[src/rtl/osc_freq_meter_pkg.sv]
// Shared types and helpers for the ring-oscillator frequency meter.
// Imported by the meter top and available to any readout logic that decodes its state.
package osc_meter_pkg;

  typedef enum logic [1:0] {
    IDLE  = 2'd0,
    ARM   = 2'd1,
    GATE  = 2'd2,
    LATCH = 2'd3
  } state_e;

  localparam int DEF_N_CH = 4;
  localparam int SEL_W    = $clog2(DEF_N_CH);

  // A zero-length window is meaningless, so it is stretched to one cycle.
  function automatic logic [31:0] gate_len_clamp(input logic [31:0] gate);
    if (gate == 32'd0) begin
      return 32'd1;
    end else begin
      return gate;
    end
  endfunction

endpackage

[src/rtl/osc_freq_meter_if.sv]
// Control/result bundle between the oscillator array, the frequency meter and the readout logic.
interface osc_freq_meter_if #(
  parameter int N_CH   = 4,
  parameter int CNT_W  = 16,
  parameter int GATE_W = 16
);
  localparam int SW = $clog2(N_CH);

  logic [N_CH-1:0]   osc_in;
  logic              start;
  logic              continuous;
  logic              diff_mode;
  logic [SW-1:0]     sel_a;
  logic [SW-1:0]     sel_b;
  logic [GATE_W-1:0] gate_cycles;
  logic              busy;
  logic              done;
  logic [CNT_W-1:0]  count_a;
  logic [CNT_W-1:0]  count_b;
  logic [CNT_W:0]    diff;
  logic              overflow;

  modport slave (
    input  osc_in, start, continuous, diff_mode, sel_a, sel_b, gate_cycles,
    output busy, done, count_a, count_b, diff, overflow
  );

  modport master (
    output osc_in, start, continuous, diff_mode, sel_a, sel_b, gate_cycles,
    input  busy, done, count_a, count_b, diff, overflow
  );
endinterface

[src/rtl/osc_edge_sync.sv]
// One oscillator channel: multi-flop synchroniser followed by a rising-edge detector.
module osc_edge_sync #(
  parameter int SYNC_STAGES = 2
) (
  input  logic clk,
  input  logic rst_n,
  input  logic async_in,
  output logic rise_pulse
);

  logic [SYNC_STAGES-1:0] r_sync;
  logic                   r_prev;

  // Shift the asynchronous input through the synchroniser and keep the last stage's previous value.
  always_ff @(posedge clk) begin
    if (!rst_n) begin
      r_sync <= {SYNC_STAGES{1'b0}};
      r_prev <= 1'b0;
    end else begin
      r_sync <= {r_sync[SYNC_STAGES-2:0], async_in};
      r_prev <= r_sync[SYNC_STAGES-1];
    end
  end

  assign rise_pulse = r_sync[SYNC_STAGES-1] & ~r_prev;

endmodule

[src/rtl/osc_freq_meter.sv]
// Gated edge counter for the ring-oscillator array: counts channel A (and optionally B)
// over a programmable window and latches A, B and the signed difference.
module osc_freq_meter
  import osc_meter_pkg::*;
#(
  parameter int N_CH        = 4,
  parameter int CNT_W       = 16,
  parameter int GATE_W      = 16,
  parameter int SYNC_STAGES = 2
) (
  input logic             clk,
  input logic             rst_n,
  osc_freq_meter_if.slave bus
);

  localparam int SW = $clog2(N_CH);
  localparam logic [CNT_W-1:0]  CNT_ZERO  = {CNT_W{1'b0}};
  localparam logic [CNT_W-1:0]  CNT_MAX   = {CNT_W{1'b1}};
  localparam logic [CNT_W-1:0]  CNT_ONE   = CNT_W'(1);
  localparam logic [GATE_W-1:0] GATE_ZERO = {GATE_W{1'b0}};
  localparam logic [GATE_W-1:0] GATE_ONE  = GATE_W'(1);
  localparam logic [GATE_W-1:0] ARM_LAST  = GATE_W'(SYNC_STAGES);

  logic [N_CH-1:0]   w_rise;
  state_e            r_state;
  state_e            w_state_nxt;
  logic              w_capture;
  logic [GATE_W-1:0] r_tcnt;
  logic [GATE_W-1:0] r_gate_len;
  logic [GATE_W-1:0] w_gate_clamp;
  logic [SW-1:0]     r_sel_a;
  logic [SW-1:0]     r_sel_b;
  logic              r_diff_mode;
  logic [CNT_W-1:0]  r_cnt_a;
  logic [CNT_W-1:0]  r_cnt_b;
  logic [CNT_W-1:0]  w_cnt_b_eff;
  logic              r_ovf;
  logic              w_rise_a;
  logic              w_rise_b;

  logic              r_busy;
  logic              r_done;
  logic [CNT_W-1:0]  r_count_a;
  logic [CNT_W-1:0]  r_count_b;
  logic [CNT_W:0]    r_diff;
  logic              r_overflow;

  for (genvar g = 0; g < N_CH; g++) begin : g_sync
    osc_edge_sync #(.SYNC_STAGES(SYNC_STAGES)) u_sync (
      .clk       (clk),
      .rst_n     (rst_n),
      .async_in  (bus.osc_in[g]),
      .rise_pulse(w_rise[g])
    );
  end

  assign w_gate_clamp = GATE_W'(gate_len_clamp(32'(bus.gate_cycles)));
  assign w_rise_a     = w_rise[r_sel_a];
  assign w_rise_b     = r_diff_mode & w_rise[r_sel_b];
  assign w_cnt_b_eff  = r_diff_mode ? r_cnt_b : CNT_ZERO;

  // Next-state logic; capture happens on leaving IDLE and on a continuous re-arm.
  always_comb begin
    w_state_nxt = r_state;
    w_capture   = 1'b0;
    case (r_state)
      IDLE: begin
        if (bus.start) begin
          w_state_nxt = ARM;
          w_capture   = 1'b1;
        end else begin
          w_state_nxt = IDLE;
        end
      end
      ARM: begin
        if (r_tcnt == ARM_LAST) begin
          w_state_nxt = GATE;
        end else begin
          w_state_nxt = ARM;
        end
      end
      GATE: begin
        if (r_tcnt == (r_gate_len - GATE_ONE)) begin
          w_state_nxt = LATCH;
        end else begin
          w_state_nxt = GATE;
        end
      end
      LATCH: begin
        if (bus.continuous) begin
          w_state_nxt = ARM;
          w_capture   = 1'b1;
        end else begin
          w_state_nxt = IDLE;
        end
      end
      default: begin
        w_state_nxt = IDLE;
      end
    endcase
  end

  // State register plus the per-state cycle timer, which restarts on every transition.
  always_ff @(posedge clk) begin
    if (!rst_n) begin
      r_state <= IDLE;
      r_tcnt  <= GATE_ZERO;
    end else begin
      r_state <= w_state_nxt;
      if ((w_state_nxt != r_state) || (r_state == IDLE)) begin
        r_tcnt <= GATE_ZERO;
      end else begin
        r_tcnt <= r_tcnt + GATE_ONE;
      end
    end
  end

  // Shadow copies of the measurement setup, so live inputs can change during a window.
  always_ff @(posedge clk) begin
    if (!rst_n) begin
      r_sel_a     <= {SW{1'b0}};
      r_sel_b     <= {SW{1'b0}};
      r_diff_mode <= 1'b0;
      r_gate_len  <= GATE_ONE;
    end else if (w_capture) begin
      r_sel_a     <= bus.sel_a;
      r_sel_b     <= bus.sel_b;
      r_diff_mode <= bus.diff_mode;
      r_gate_len  <= w_gate_clamp;
    end else begin
      r_gate_len  <= r_gate_len;
    end
  end

  // Saturating working counters; edges are only counted inside the gate window.
  always_ff @(posedge clk) begin
    if (!rst_n) begin
      r_cnt_a <= CNT_ZERO;
      r_cnt_b <= CNT_ZERO;
      r_ovf   <= 1'b0;
    end else if (w_capture) begin
      r_cnt_a <= CNT_ZERO;
      r_cnt_b <= CNT_ZERO;
      r_ovf   <= 1'b0;
    end else if (r_state == GATE) begin
      if (w_rise_a) begin
        if (r_cnt_a == CNT_MAX) begin
          r_ovf <= 1'b1;
        end else begin
          r_cnt_a <= r_cnt_a + CNT_ONE;
        end
      end
      if (w_rise_b) begin
        if (r_cnt_b == CNT_MAX) begin
          r_ovf <= 1'b1;
        end else begin
          r_cnt_b <= r_cnt_b + CNT_ONE;
        end
      end
    end else begin
      r_ovf <= r_ovf;
    end
  end

  // Result registers: loaded once per window as the FSM leaves LATCH, so done aligns with new data.
  always_ff @(posedge clk) begin
    if (!rst_n) begin
      r_busy     <= 1'b0;
      r_done     <= 1'b0;
      r_count_a  <= CNT_ZERO;
      r_count_b  <= CNT_ZERO;
      r_diff     <= {(CNT_W+1){1'b0}};
      r_overflow <= 1'b0;
    end else begin
      r_busy <= (w_state_nxt != IDLE);
      if (r_state == LATCH) begin
        r_done     <= 1'b1;
        r_count_a  <= r_cnt_a;
        r_count_b  <= w_cnt_b_eff;
        r_diff     <= {1'b0, r_cnt_a} - {1'b0, w_cnt_b_eff};
        r_overflow <= r_ovf;
      end else begin
        r_done <= 1'b0;
      end
    end
  end

  assign bus.busy     = r_busy;
  assign bus.done     = r_done;
  assign bus.count_a  = r_count_a;
  assign bus.count_b  = r_count_b;
  assign bus.diff     = r_diff;
  assign bus.overflow = r_overflow;

endmodule
[src/flat_wrapper.sv]
// flat-port wrapper written by rule: the top's interface ports become plain ports
module osc_freq_meter_flat import osc_meter_pkg::*;
#(
  parameter int N_CH        = 4,
  parameter int CNT_W       = 16,
  parameter int GATE_W      = 16,
  parameter int SYNC_STAGES = 2
)
  (clk, rst_n, bus_osc_in, bus_start, bus_continuous, bus_diff_mode, bus_sel_a, bus_sel_b, bus_gate_cycles, bus_busy, bus_done, bus_count_a, bus_count_b, bus_diff, bus_overflow);
  osc_freq_meter_if #(.N_CH(N_CH), .CNT_W(CNT_W), .GATE_W(GATE_W)) bus_i ();
  input logic clk;
  input logic rst_n;
  input wire logic [$bits(bus_i.osc_in)-1:0] bus_osc_in;
  input wire logic [$bits(bus_i.start)-1:0] bus_start;
  input wire logic [$bits(bus_i.continuous)-1:0] bus_continuous;
  input wire logic [$bits(bus_i.diff_mode)-1:0] bus_diff_mode;
  input wire logic [$bits(bus_i.sel_a)-1:0] bus_sel_a;
  input wire logic [$bits(bus_i.sel_b)-1:0] bus_sel_b;
  input wire logic [$bits(bus_i.gate_cycles)-1:0] bus_gate_cycles;
  output wire logic [$bits(bus_i.busy)-1:0] bus_busy;
  output wire logic [$bits(bus_i.done)-1:0] bus_done;
  output wire logic [$bits(bus_i.count_a)-1:0] bus_count_a;
  output wire logic [$bits(bus_i.count_b)-1:0] bus_count_b;
  output wire logic [$bits(bus_i.diff)-1:0] bus_diff;
  output wire logic [$bits(bus_i.overflow)-1:0] bus_overflow;
  assign bus_i.osc_in = bus_osc_in;
  assign bus_i.start = bus_start;
  assign bus_i.continuous = bus_continuous;
  assign bus_i.diff_mode = bus_diff_mode;
  assign bus_i.sel_a = bus_sel_a;
  assign bus_i.sel_b = bus_sel_b;
  assign bus_i.gate_cycles = bus_gate_cycles;
  assign bus_busy = bus_i.busy;
  assign bus_done = bus_i.done;
  assign bus_count_a = bus_i.count_a;
  assign bus_count_b = bus_i.count_b;
  assign bus_diff = bus_i.diff;
  assign bus_overflow = bus_i.overflow;
  osc_freq_meter #(.N_CH(N_CH), .CNT_W(CNT_W), .GATE_W(GATE_W), .SYNC_STAGES(SYNC_STAGES)) u_core (.clk(clk), .rst_n(rst_n), .bus(bus_i));
endmodule
[config.mk]
export PLATFORM = sky130hd
export DESIGN_NAME = osc_freq_meter_flat
export DESIGN_NICKNAME = d
export VERILOG_FILES = /design/src/rtl/osc_freq_meter_pkg.sv /design/src/rtl/osc_freq_meter_if.sv /design/src/rtl/osc_edge_sync.sv /design/src/rtl/osc_freq_meter.sv /design/src/flat_wrapper.sv
export SDC_FILE = /design/constraint.sdc
export NUM_CORES = 1
export LEC_CHECK = 0
export CORE_ASPECT_RATIO = 1.5
export CORE_MARGIN = 1.5
export CORE_UTILIZATION = 40
export CTS_CLUSTER_SIZE = 28
export DETAILED_ROUTE_END_ITERATION = 10
export DONT_BUFFER_PORTS = 1
export SETUP_SLACK_MARGIN = 0.02
export SYNTH_ARGS = -nofsm -noshare
export SYNTH_HDL_FRONTEND = slang
export SYNTH_SLANG_ARGS = --single-unit
[constraint.sdc]
create_clock -name clk -period 2.9 [get_ports clk]
set_clock_uncertainty 0.05 [all_clocks]
set_input_delay 0.145 -clock clk [delete_from_list [all_inputs] [get_ports clk]]
set_output_delay 0.145 -clock clk [all_outputs]
set_load 0.01 [all_outputs]
==> results_dict.tcl, run 1 <==
set metrics [dict create \
    outcome "completed" \
    max-clock-path-buffers 2 \
    viasPerCell 5.34 \
    synthesis.area_sq_um 6800 \
    avgRoutedWirePerCell_um 17.2 \
    hold_viol_final 0 \
    cts_tree "done" \
    cp_data_arrival_time_ns 3.01 \
    vdd_drop_max_mv 0.359 \
    drt-pass1-iter-count 4 \
    dieHeight_um 163 \
    endpoint_kind "register" \
    rsz0062_at_grt "no" \
    synth.distinct_cells 61 \
    grt_pass1_wl_mm 28.6 \
    cts_sinks 136 \
    root_buffer "clkbuf_16" \
    layout-drive-gt1-share_pct 12.1 \
    syn_nets 830 \
    syn_inst 775 \
    grt_antenna_before_repair 0 \
    grt_max_degree 78 \
    synth-async-reset-ratio_pct 0 \
    period_needed_ns 2.70 \
    worst_pin_slew_ns 1.08 \
    use_met2_pct 39.0 \
    hold_path_class "input pin to register" \
    cp_max_fo 9 \
    htreeDepth 4 \
    nNetsFinal 874 \
    worst_slack_ns 0.203 \
    dp_cells 983 \
    crit_required_ns 3.21 \
    power.density_nw_per_um2 555 \
    fmax_mhz 371 \
    cp-start-kind "register" \
    die-area_sq_um 17800 \
    clk_latency_ns 0.42 \
    critPathKind "register to register" \
    met1_usage_pct 21.2 \
    grt_pass1_vias 5726 \
    synth-seq-area-share_pct 40.0 \
    yosys_most_used_dff "dfxtp_1" \
    slew_headroom_pct 28.1 \
    fp.dieW_um 109 \
    power_w 0.00450 \
    final.period_utilization_pct 93.0 \
    area_delta_synth_final_pct 19.3 \
    clk_pin_slew_ns 0.06 \
    n_antenna_cell 0 \
    met3_usage_pct 5.00 \
    grt_use_total_pct 21.1 \
    place.gp.congestion 0.963 \
    setup_viol 0 \
    ys_seq_elements 136 \
    p_leak_nw 2.96 \
    ant_nets 0 \
    grt-busiest-layer "met2" \
    yosys_warnings 0 \
    synth_edf_count 0 \
    cts_made_buffers 17 \
    row_count 58 \
    slew_violations 0 \
    core_sq_um 16700 \
    num_vias 5568 \
    drv_cap 0 \
    syn_area_per_cell_sq_um 8.77 \
    start_util_pct 40.7 \
    grt-ovfl-total 0 \
    drc 0 \
    dp_hpwl_mm 13.2 \
    drt_wl_total_mm 17.9 \
    port_buffers 0 \
    place_ws_ns -0.135 \
    ioPinCount 81 \
    final_cell_count_no_fill 1042 \
    timing.hold.ws_ns 0.0374 \
    fin_util_pct 48.6 \
    drtIter0Drc 257 \
]
[state kept, by name (all words and copies together) (netlist names), 4 cells and up]
name and count:
u_core.r_gate_len 16, u_core.bus.count_b 16, u_core.r_cnt_b 16, u_core.bus.count_a 16, u_core.r_cnt_a 16, u_core.g_sync.u_sync.r_sync 8, u_core.bus.diff 17, u_core.g_sync.u_sync.r_prev 4
u_core.r_tcnt 16
[final timing paths]
check,from,to,slack (ns),depth (start not counted)
worst max-delay path,u_core.r_diff_mode,u_core.bus.diff[15],0.20,10
worst min-delay path,rst_n,u_core.bus.diff[7],0.04,3
worst max register to register,u_core.r_diff_mode,u_core.bus.diff[15],0.20,10
worst min register to register,u_core.g_sync[2].u_sync.r_sync[0],u_core.g_sync[2].u_sync.r_sync[1],0.38,1
[layer usage]
metal	wire length [um]	vias to the layer above	share of wire [%]
li1	-	2770	-
met1	6790	2650	38
met2	9680	110	54
met3	801	38	4.5
met4	642	0	3.6
met5	0	-	0
[synthesized netlist by cell type (5+ instances only)]
cell type  number  area (sq um)
and3_1         11          68.8
o21ai_0        13          65.1
nand4b_1        5          43.8
clkbuf_1       33           124
a21oi_1        22           110
ha_1           25           313
nand3_1        32           160
nor2_2         10          62.6
and2_1         17           106
nor4_1          7          43.8
dfxtp_1       136          2720
nor2b_1        36           225
a22o_1         15           131
xnor2_1        34           298
or3_1          12          75.1
nand4_1        16           100
nor3_1         19          95.1
nand2_1        86           323
inv_1          24          90.1
a21boi_0       24           180
nor2_1         65           244
o21a_1          6          45.0
xor2_1         34           298
mux2i_1        26           260
[cell type report]
type | instances | area, sq um
clock buffer | 19 | 453
clock inverter | 13 | 165
fill | 1568 | 8580
inverter | 24 | 90.1
multi-input combinational | 576 | 3840
sequential | 136 | 2730
tap | 210 | 263
timing repair buffer | 64 | 576
[cells in the final DEF (no fill, tap or decap), types with 4 or more instances in the layout]
| cell type | count |
|---|---|
| nand4b_1 | 5 |
| o21a_1 | 6 |
| nor2_2 | 10 |
| nor2b_1 | 36 |
| dlygate4sd3_1 | 25 |
| ha_1 | 24 |
| nand2_1 | 86 |
| a21boi_0 | 24 |
| and2_1 | 17 |
| a21o_1 | 4 |
| nand3b_1 | 4 |
| nor4_1 | 7 |
| nand3_1 | 32 |
| buf_4 | 37 |
| o31ai_1 | 4 |
| o21ai_0 | 12 |
| or3_1 | 12 |
| and3_1 | 11 |
| xor2_1 | 34 |
| nor3_1 | 18 |
| inv_6 | 4 |
| mux2i_1 | 26 |
| xnor2_1 | 34 |
| dfxtp_1 | 134 |
| nor2_1 | 65 |
| nand4_1 | 16 |
| a21oi_1 | 22 |
| and4_1 | 4 |
| a22o_1 | 15 |
| inv_1 | 24 |
| clkbuf_16 | 17 |
[metrics by stage]
stage,setup TNS (ns),cell area [sq um]
2_1_floorplan,0,6800
3_3_place_gp,-0.0963,7170
3_5_place_dp,-0.135,7170
4_1_cts,0,8090
5_1_grt,0,8110
6_report,0,8110
[where the power goes]
| part | internal [W] | switching [W] | total [W] | leakage (nW) |
|---|---|---|---|---|
| Combinational | 0.000143 | 0.000162 | 0.000304 | 1.56 |
| Clock | 0.00141 | 0.000858 | 0.00227 | 0.305 |
| Sequential | 0.00190 | 0.0000357 | 0.00193 | 1.10 |
| Total | 0.00345 | 0.00106 | 0.00450 | 2.96 |
[worst max-delay path, cell delays in order, from the launching register on]
cell,delay (ns)
dfxtp_2,0.41
nand2_1,0.08
ha_1,0.35
and2_1,0.19
o21a_1,0.21
or3_1,0.33
a31oi_2,0.18
a21oi_1,0.11
o31ai_1,0.28
mux2_2,0.37
nand3_1,0.06
[what timing repair did]
action,in CTS,in global routing
endpoints found under the hold margin,71,0
buffers inserted,1,0
pin swaps,1,0
hold buffers,26,0
gates cloned,0,0
gates resized for setup,2,5
setup endpoints to repair,8,4
[cell families after synthesis]
kind of cell	Yosys count	share of synthesized area [%]
multiplexers	29	4.49
adder cells (fa/ha/maj)	26	4.90
flip-flops	136	40.0
AO/OA/AOI/OAI	116	12.2
buffers and inverters	63	3.83
AND/OR/NAND/NOR	337	25.8
XOR/XNOR	68	8.76
No activity file was read; power rests on OpenSTA's default activity.
==> run 2: changes to the inputs <==
--- a/config.mk
+++ b/config.mk
@@ -5,6 +5,7 @@
 export SDC_FILE = /design/constraint.sdc
 export NUM_CORES = 1
 export LEC_CHECK = 0
+export ABC_AREA = 1
 export CORE_ASPECT_RATIO = 1.5
 export CORE_MARGIN = 1.5
 export CORE_UTILIZATION = 40
==> run 2 against run 1 <==
Against the previous run: die area fell by 1.5%; sequential share of layout area rose by 1.5 points; global-route usage shrank 0.31 points; clock power decreased by 8%; via count grew 3.4%; core utilization decreased by 0.82 points; final cell count grew 12%; final area down 4.2%.
==> results_dict.tcl, run 2 <==
set metrics [dict create \
    synth.distinct_cells 45 \
    worstReg2RegStart "u_core.r_diff_mode" \
    syn_nets 969 \
    setup_viol 0 \
    slew_headroom_pct 43.6 \
    drc 0 \
    layout-drive-gt1-share_pct 7.82 \
    avgRoutedWirePerCell_um 14.8 \
    grt_max_degree 37 \
    rrSetupSlack_ns 0.33 \
    synth-async-reset-ratio_pct 0 \
    grt_antenna_before_repair 0 \
    ant_nets 0 \
    synth-seq-area-share_pct 40.7 \
    cts_setup_buffers 0 \
    dieHeight_um 161 \
    worst_pin_slew_ns 0.843 \
    final_area_sq_um 7770 \
    path_common_cell "nand2_1" \
    fp.dieW_um 109 \
    rsz0062_at_grt "no" \
    fin_tns_setup_ns 0 \
    synth_top_cell_area_share_pct 40.7 \
    htreeDepth 4 \
    synth_area_leaders "dfxtp_1 (41%), nand2_1 (13%), inv_1 (7.1%)" \
    endpoint_kind "register" \
    cpPeakStageDelay_ns 0.40 \
    max-clock-path-buffers 2 \
    path_cells "nand2_1 > inv_1 > ha_1 > fa_1 > inv_1 > nand3_1 > nand2_1 > nand2_1 > nand2_1 > a21oi_1 > o21ai_0 > inv_1 > nor2_1 > o21ai_0 > nand3b_1 > nand2_1 > nand2_1 > inv_1" \
    place.gp.congestion 0.878 \
    synth_edf_count 0 \
    dp_hpwl_mm 13.0 \
    ys_seq_elements 136 \
    syn_area_per_cell_sq_um 7.33 \
    cts_sinks 136 \
    fillers 1676 \
    root_buffer "clkbuf_16" \
    drt-pass1-iter-count 4 \
    row_count 57 \
    start_util_pct 41.2 \
    cp-start-kind "register" \
    drv_cap 0 \
    post_dp_cell_area_sq_um 6930 \
    die-area_sq_um 17500 \
    grt_pass1_vias 5601 \
    synth_most_common_cell "nand2_1" \
    num_vias 5759 \
    n_antenna_cell 0 \
    cp.buffers_inverters 4 \
    fmax_mhz 390 \
    power.density_nw_per_um2 549 \
    layout_commonest_cell "nand2_1" \
    crit_required_ns 3.17 \
    drtIter0Drc 233 \
    period_needed_ns 2.57 \
    nNetsFinal 1001 \
    outcome "completed" \
    netlist_top_cells_count "nand2_1 (232), dfxtp_1 (136), inv_1 (126)" \
    mostFrequentLayoutCells "nand2_1 (232), dfxtp_1 (136), inv_1 (126), o21ai_0 (74), nor2_1 (57)" \
    worstHoldStart "bus_gate_cycles[6]" \
    cp_max_fo 6 \
    critPathKind "register to register" \
    cp_data_arrival_time_ns 2.84 \
    slew_violations 0 \
    clk_latency_ns 0.42 \
    vdd_drop_max_mv 0.318 \
    grt_use_total_pct 20.8 \
    synthesis.area_sq_um 6700 \
    port_buffers 0 \
    crit_family "simple AND/OR/NAND/NOR gates" \
    yosys_warnings 0 \
    holdPathEnd "u_core.r_gate_len[0]" \
    hold_path_class "input pin to register" \
    holdPathStages 3 \
    reg2reg_depth 18 \
    cts_made_buffers 17 \
    cts_tree "done" \
    core_sq_um 16300 \
    clk_pin_slew_ns 0.06 \
    final.period_utilization_pct 88.5 \
    yosys.area.top_type "dfxtp_1" \
    area_delta_synth_final_pct 16.0 \
    ioPinCount 81 \
    hold_viol_final 0 \
    grt-ovfl-total 0 \
    viasPerCell 4.94 \
    yosys_most_used_dff "dfxtp_1" \
    dp_cells 1106 \
    p_leak_nw 3.28 \
    worstReg2RegEnd "u_core.bus.diff[10]" \
    final_cell_count_no_fill 1165 \
    largest_reg_flops 17 \
    critPathSlowestCell "fa_1" \
    grt_pass1_wl_mm 27.7 \
    fin_util_pct 47.8 \
    syn_inst 914 \
    drt_wl_total_mm 17.2 \
    power_w 0.00427 \
]
## run 2: changes by cell type after synthesis, sizes merged, moves of 17 or more
cell,change
nand2,+151
inv,+105
o21ai,+65
nor2b,-36
mux2i,-26
a21oi,+25
xnor2,-23
a21boi,-22
and2,-17
## run 2: layout make-up
| type | count | area [sq um] | area share, % |
|---|---|---|---|
| clock buffer | 17 | 425 | 5.48 |
| multi-input combinational | 625 | 3380 | 43.5 |
| inverter | 131 | 492 | 6.33 |
| tap | 206 | 258 | 3.32 |
| clock inverter | 15 | 146 | 1.88 |
| sequential | 136 | 2720 | 35.1 |
| timing repair buffer | 35 | 343 | 4.41 |
## run 2: logic make-up after synthesis
logic type,after synthesis,share of synthesized area [%]
flops,136,40.7
compound gates,162,13.9
fa+ha+maj,26,4.97
buf+inv,153,8.89
simple gates,402,26.8
xor+xnor,35,4.78
## run 2: repair_timing
| item | 4_1_cts | 5_1_grt |
|---|---|---|
| hold endpoints to repair | 47 | 0 |
| hold buffers | 27 | 0 |
| gates resized for setup | 0 | 0 |
## run 2: power by group
part | switching [W] | total, W | internal (W) | leakage, nW
sequential | 0.0000281 | 0.00193 | 0.00190 | 1.10
clock | 0.000882 | 0.00208 | 0.00120 | 0.280
combinational | 0.000160 | 0.000263 | 0.000103 | 1.90
total | 0.00107 | 0.00427 | 0.00320 | 3.28
## run 2: through the flow
step | hold slack (ns) | worst slack, ns
CTS | 0.0203 | 0.327
global placement | 0.194 | 0.446
global route | 0.0396 | 0.0533
floorplan | 0.193 | 0.319
finish | 0.00611 | 0.333
detailed placement | 0.196 | 0.365
## run 2: worst min-delay path: cells and delay by family
| kind | cells | cell delay (ns) |
|---|---|---|
| AO/OA/AOI/OAI | 2 | 0.24 |
| AND/OR/NAND/NOR | 1 | 0.03 |
## run 2: routing by layer
layer	up-vias	global-route usage [%]	wire length, um
li1	3016	-	-
met1	2617	20.7	6610
met2	109	40.1	9520
met3	17	5.45	806
met4	0	7.24	263
met5	-	0	0
## run 2: how the worst max path moves through the flow
stage	cells past startpoint	from	slack (ns)	to
floorplan	20	u_core.r_diff_mode	0.32	u_core.bus.diff[10]
global placement	18	u_core.r_diff_mode	0.45	u_core.bus.diff[10]
detailed placement	18	u_core.r_diff_mode	0.36	u_core.bus.diff[10]
CTS	18	u_core.r_diff_mode	0.33	u_core.bus.diff[10]
global route	18	u_core.r_diff_mode	0.05	u_core.bus.diff[10]
finish	18	u_core.r_diff_mode	0.33	u_core.bus.diff[10]
==> run 3: changes to the inputs <==
--- a/config.mk
+++ b/config.mk
@@ -6,7 +6,6 @@
 export NUM_CORES = 1
 export LEC_CHECK = 0
 export ABC_AREA = 1
-export CORE_ASPECT_RATIO = 1.5
 export CORE_MARGIN = 1.5
 export CORE_UTILIZATION = 40
 export CTS_CLUSTER_SIZE = 28
==> run 3 against run 2 <==
Against the previous run: critical path depth stayed put; count of clock-buffer cells in the layout is 1 higher; global-route usage is 0.95 points lower; first-iteration DRC count is 62% higher; maximum frequency is 0.39% lower; combinational power is 3% lower; sequential share of layout area is 0.084 points lower; routed wire length is 2.3% lower; final area is 0.24% higher; sequential power hardly changed; critical path type unchanged.
==> results_dict.tcl, run 3 (synthesis gave the netlist of run 2 again) <==
set metrics [dict create \
    outcome "completed" \
    cts_tree "done" \
    drtIter0Drc 377 \
    avgRoutedWirePerCell_um 14.3 \
    viasPerCell 4.94 \
    layout_commonest_cell "nand2_1" \
    place.gp.congestion 0.839 \
    final_area_sq_um 7790 \
    die-area_sq_um 17500 \
    grt_antenna_before_repair 0 \
    core_sq_um 16500 \
    period_needed_ns 2.58 \
    dp_hpwl_mm 12.1 \
    largest_reg_flops 17 \
    port_buffers 0 \
    start_util_pct 40.7 \
    grt_use_total_pct 19.8 \
    vdd_drop_max_mv 0.434 \
    drt_wl_total_mm 16.8 \
    grt_pass1_wl_mm 27.4 \
    reg2reg_depth 18 \
    mostFrequentLayoutCells "nand2_1 (232), dfxtp_1 (136), inv_1 (126), o21ai_0 (74), nor2_1 (57)" \
    num_vias 5814 \
    path_cells "nand2_1 > inv_1 > ha_1 > fa_1 > inv_1 > nand3_1 > nand2_1 > nand2_1 > nand2_1 > a21oi_2 > o21ai_0 > inv_1 > nor2_1 > nor3_1 > nand3b_1 > nand2_1 > nand2_1 > inv_1" \
    max-clock-path-buffers 2 \
    rsz0062_at_grt "no" \
    grt_pass1_vias 5356 \
    htreeDepth 4 \
    worst_pin_slew_ns 0.867 \
    ant_nets 0 \
    layout-drive-gt1-share_pct 7.83 \
    rrSetupSlack_ns 0.32 \
    dieHeight_um 132 \
    critPathKind "register to register" \
    slew_headroom_pct 42.0 \
    nNetsFinal 1000 \
    power.density_nw_per_um2 559 \
    fin_tns_setup_ns 0 \
    cts_sinks 136 \
    fillers 1663 \
    fp.dieW_um 132 \
    post_dp_cell_area_sq_um 6920 \
    cp-start-kind "register" \
    cp_max_fo 5 \
    grt_max_degree 41 \
    cpPeakStageDelay_ns 0.41 \
    slew_violations 0 \
    ioPinCount 81 \
    cp_data_arrival_time_ns 2.90 \
    clk_latency_ns 0.43 \
    crit_required_ns 3.22 \
    p_leak_nw 3.27 \
    grt-ovfl-total 0 \
    row_count 47 \
    endpoint_kind "register" \
    cts_setup_buffers 0 \
    cts_made_buffers 17 \
    drt-pass1-iter-count 5 \
    drc 0 \
    fmax_mhz 388 \
    clk_pin_slew_ns 0.06 \
    path_common_cell "nand2_1" \
    final.period_utilization_pct 88.9 \
    root_buffer "clkbuf_16" \
    hold_viol_final 0 \
    worstHoldStart "bus_gate_cycles[6]" \
    holdPathStages 3 \
    hold_path_class "input pin to register" \
    area_delta_synth_final_pct 16.3 \
    n_antenna_cell 0 \
    setup_viol 0 \
    drv_cap 0 \
    critPathSlowestCell "fa_1" \
    worstReg2RegStart "u_core.r_diff_mode" \
    cp-startpoint "u_core.r_diff_mode" \
]
==> run 3: cell count changes in the layout (fill, tap and decap cells not counted), sizes merged <==
cell | before | now
clkinvlp | 1 | 3
inv | 133 | 131
buf | 8 | 7
clkbuf | 17 | 18
clkinv | 11 | 9
bufinv | 1 | 2
==> run 3: per-stage QoR <==
stage / instances / hold slack [ns] / util, % / worst slack, ns / power (W)
floorplan: 914 / 0.193 / - / 0.319 / 0.00214
global placement: 1119 / 0.196 / 42.0 / 0.429 / 0.00219
finish: 1178 / 0.0722 / 47.3 / 0.323 / 0.00435
global route: 1178 / 0.0795 / 47.3 / 0.0378 / 0.00452
detailed placement: 1119 / 0.196 / 42.0 / 0.346 / 0.00219
CTS: 1178 / 0.0392 / 47.3 / 0.316 / 0.00440
==> run 3: routing by layer <==
layer,global-route usage (%),vias up,wire [um]
met3,4.73,23,796
li1,-,3018,-
met4,6.29,0,257
met5,0,-,0
met2,30.9,134,7540
met1,27.0,2639,8200
==> run 3: worst max-delay path, delay by kind of cell, from the launching register on <==
family	cells	cell delay [ns]
compound gates	2	0.34
fa+ha+maj	2	0.64
buf+inv	4	0.29
flops	1	0.34
simple gates	10	0.86
==> run 3: path summary, 6_finish.rpt <==
path	endpoint
min reg2reg	u_core.g_sync[3].u_sync.r_sync[1]
min	u_core.r_gate_len[0]
max reg2reg	u_core.bus.diff[10]
max	u_core.bus.diff[10]
==> run 3: power breakdown <==
group          internal [W]  switching (W)
sequential          0.00190      0.0000287
combinational      0.000100       0.000156
clock               0.00129       0.000876
==> run 3: final cells by class <==
type | instances | area (sq um) | area share [%]
Clock buffer | 18 | 439 | 5.64
Clock inverter | 14 | 150 | 1.93
Inverter | 131 | 492 | 6.32
Multi-Input combinational cell | 625 | 3380 | 43.5
Sequential cell | 136 | 2720 | 35.0
Tap cell | 220 | 275 | 3.54
Timing Repair Buffer | 34 | 323 | 4.15
==> run 3: timing repair <==
action                                  4_1_cts  5_1_grt
endpoints found under the setup margin        0        1
hold buffers                                 27        0
gates resized for setup                       0        1
endpoints found under the hold margin        47        0
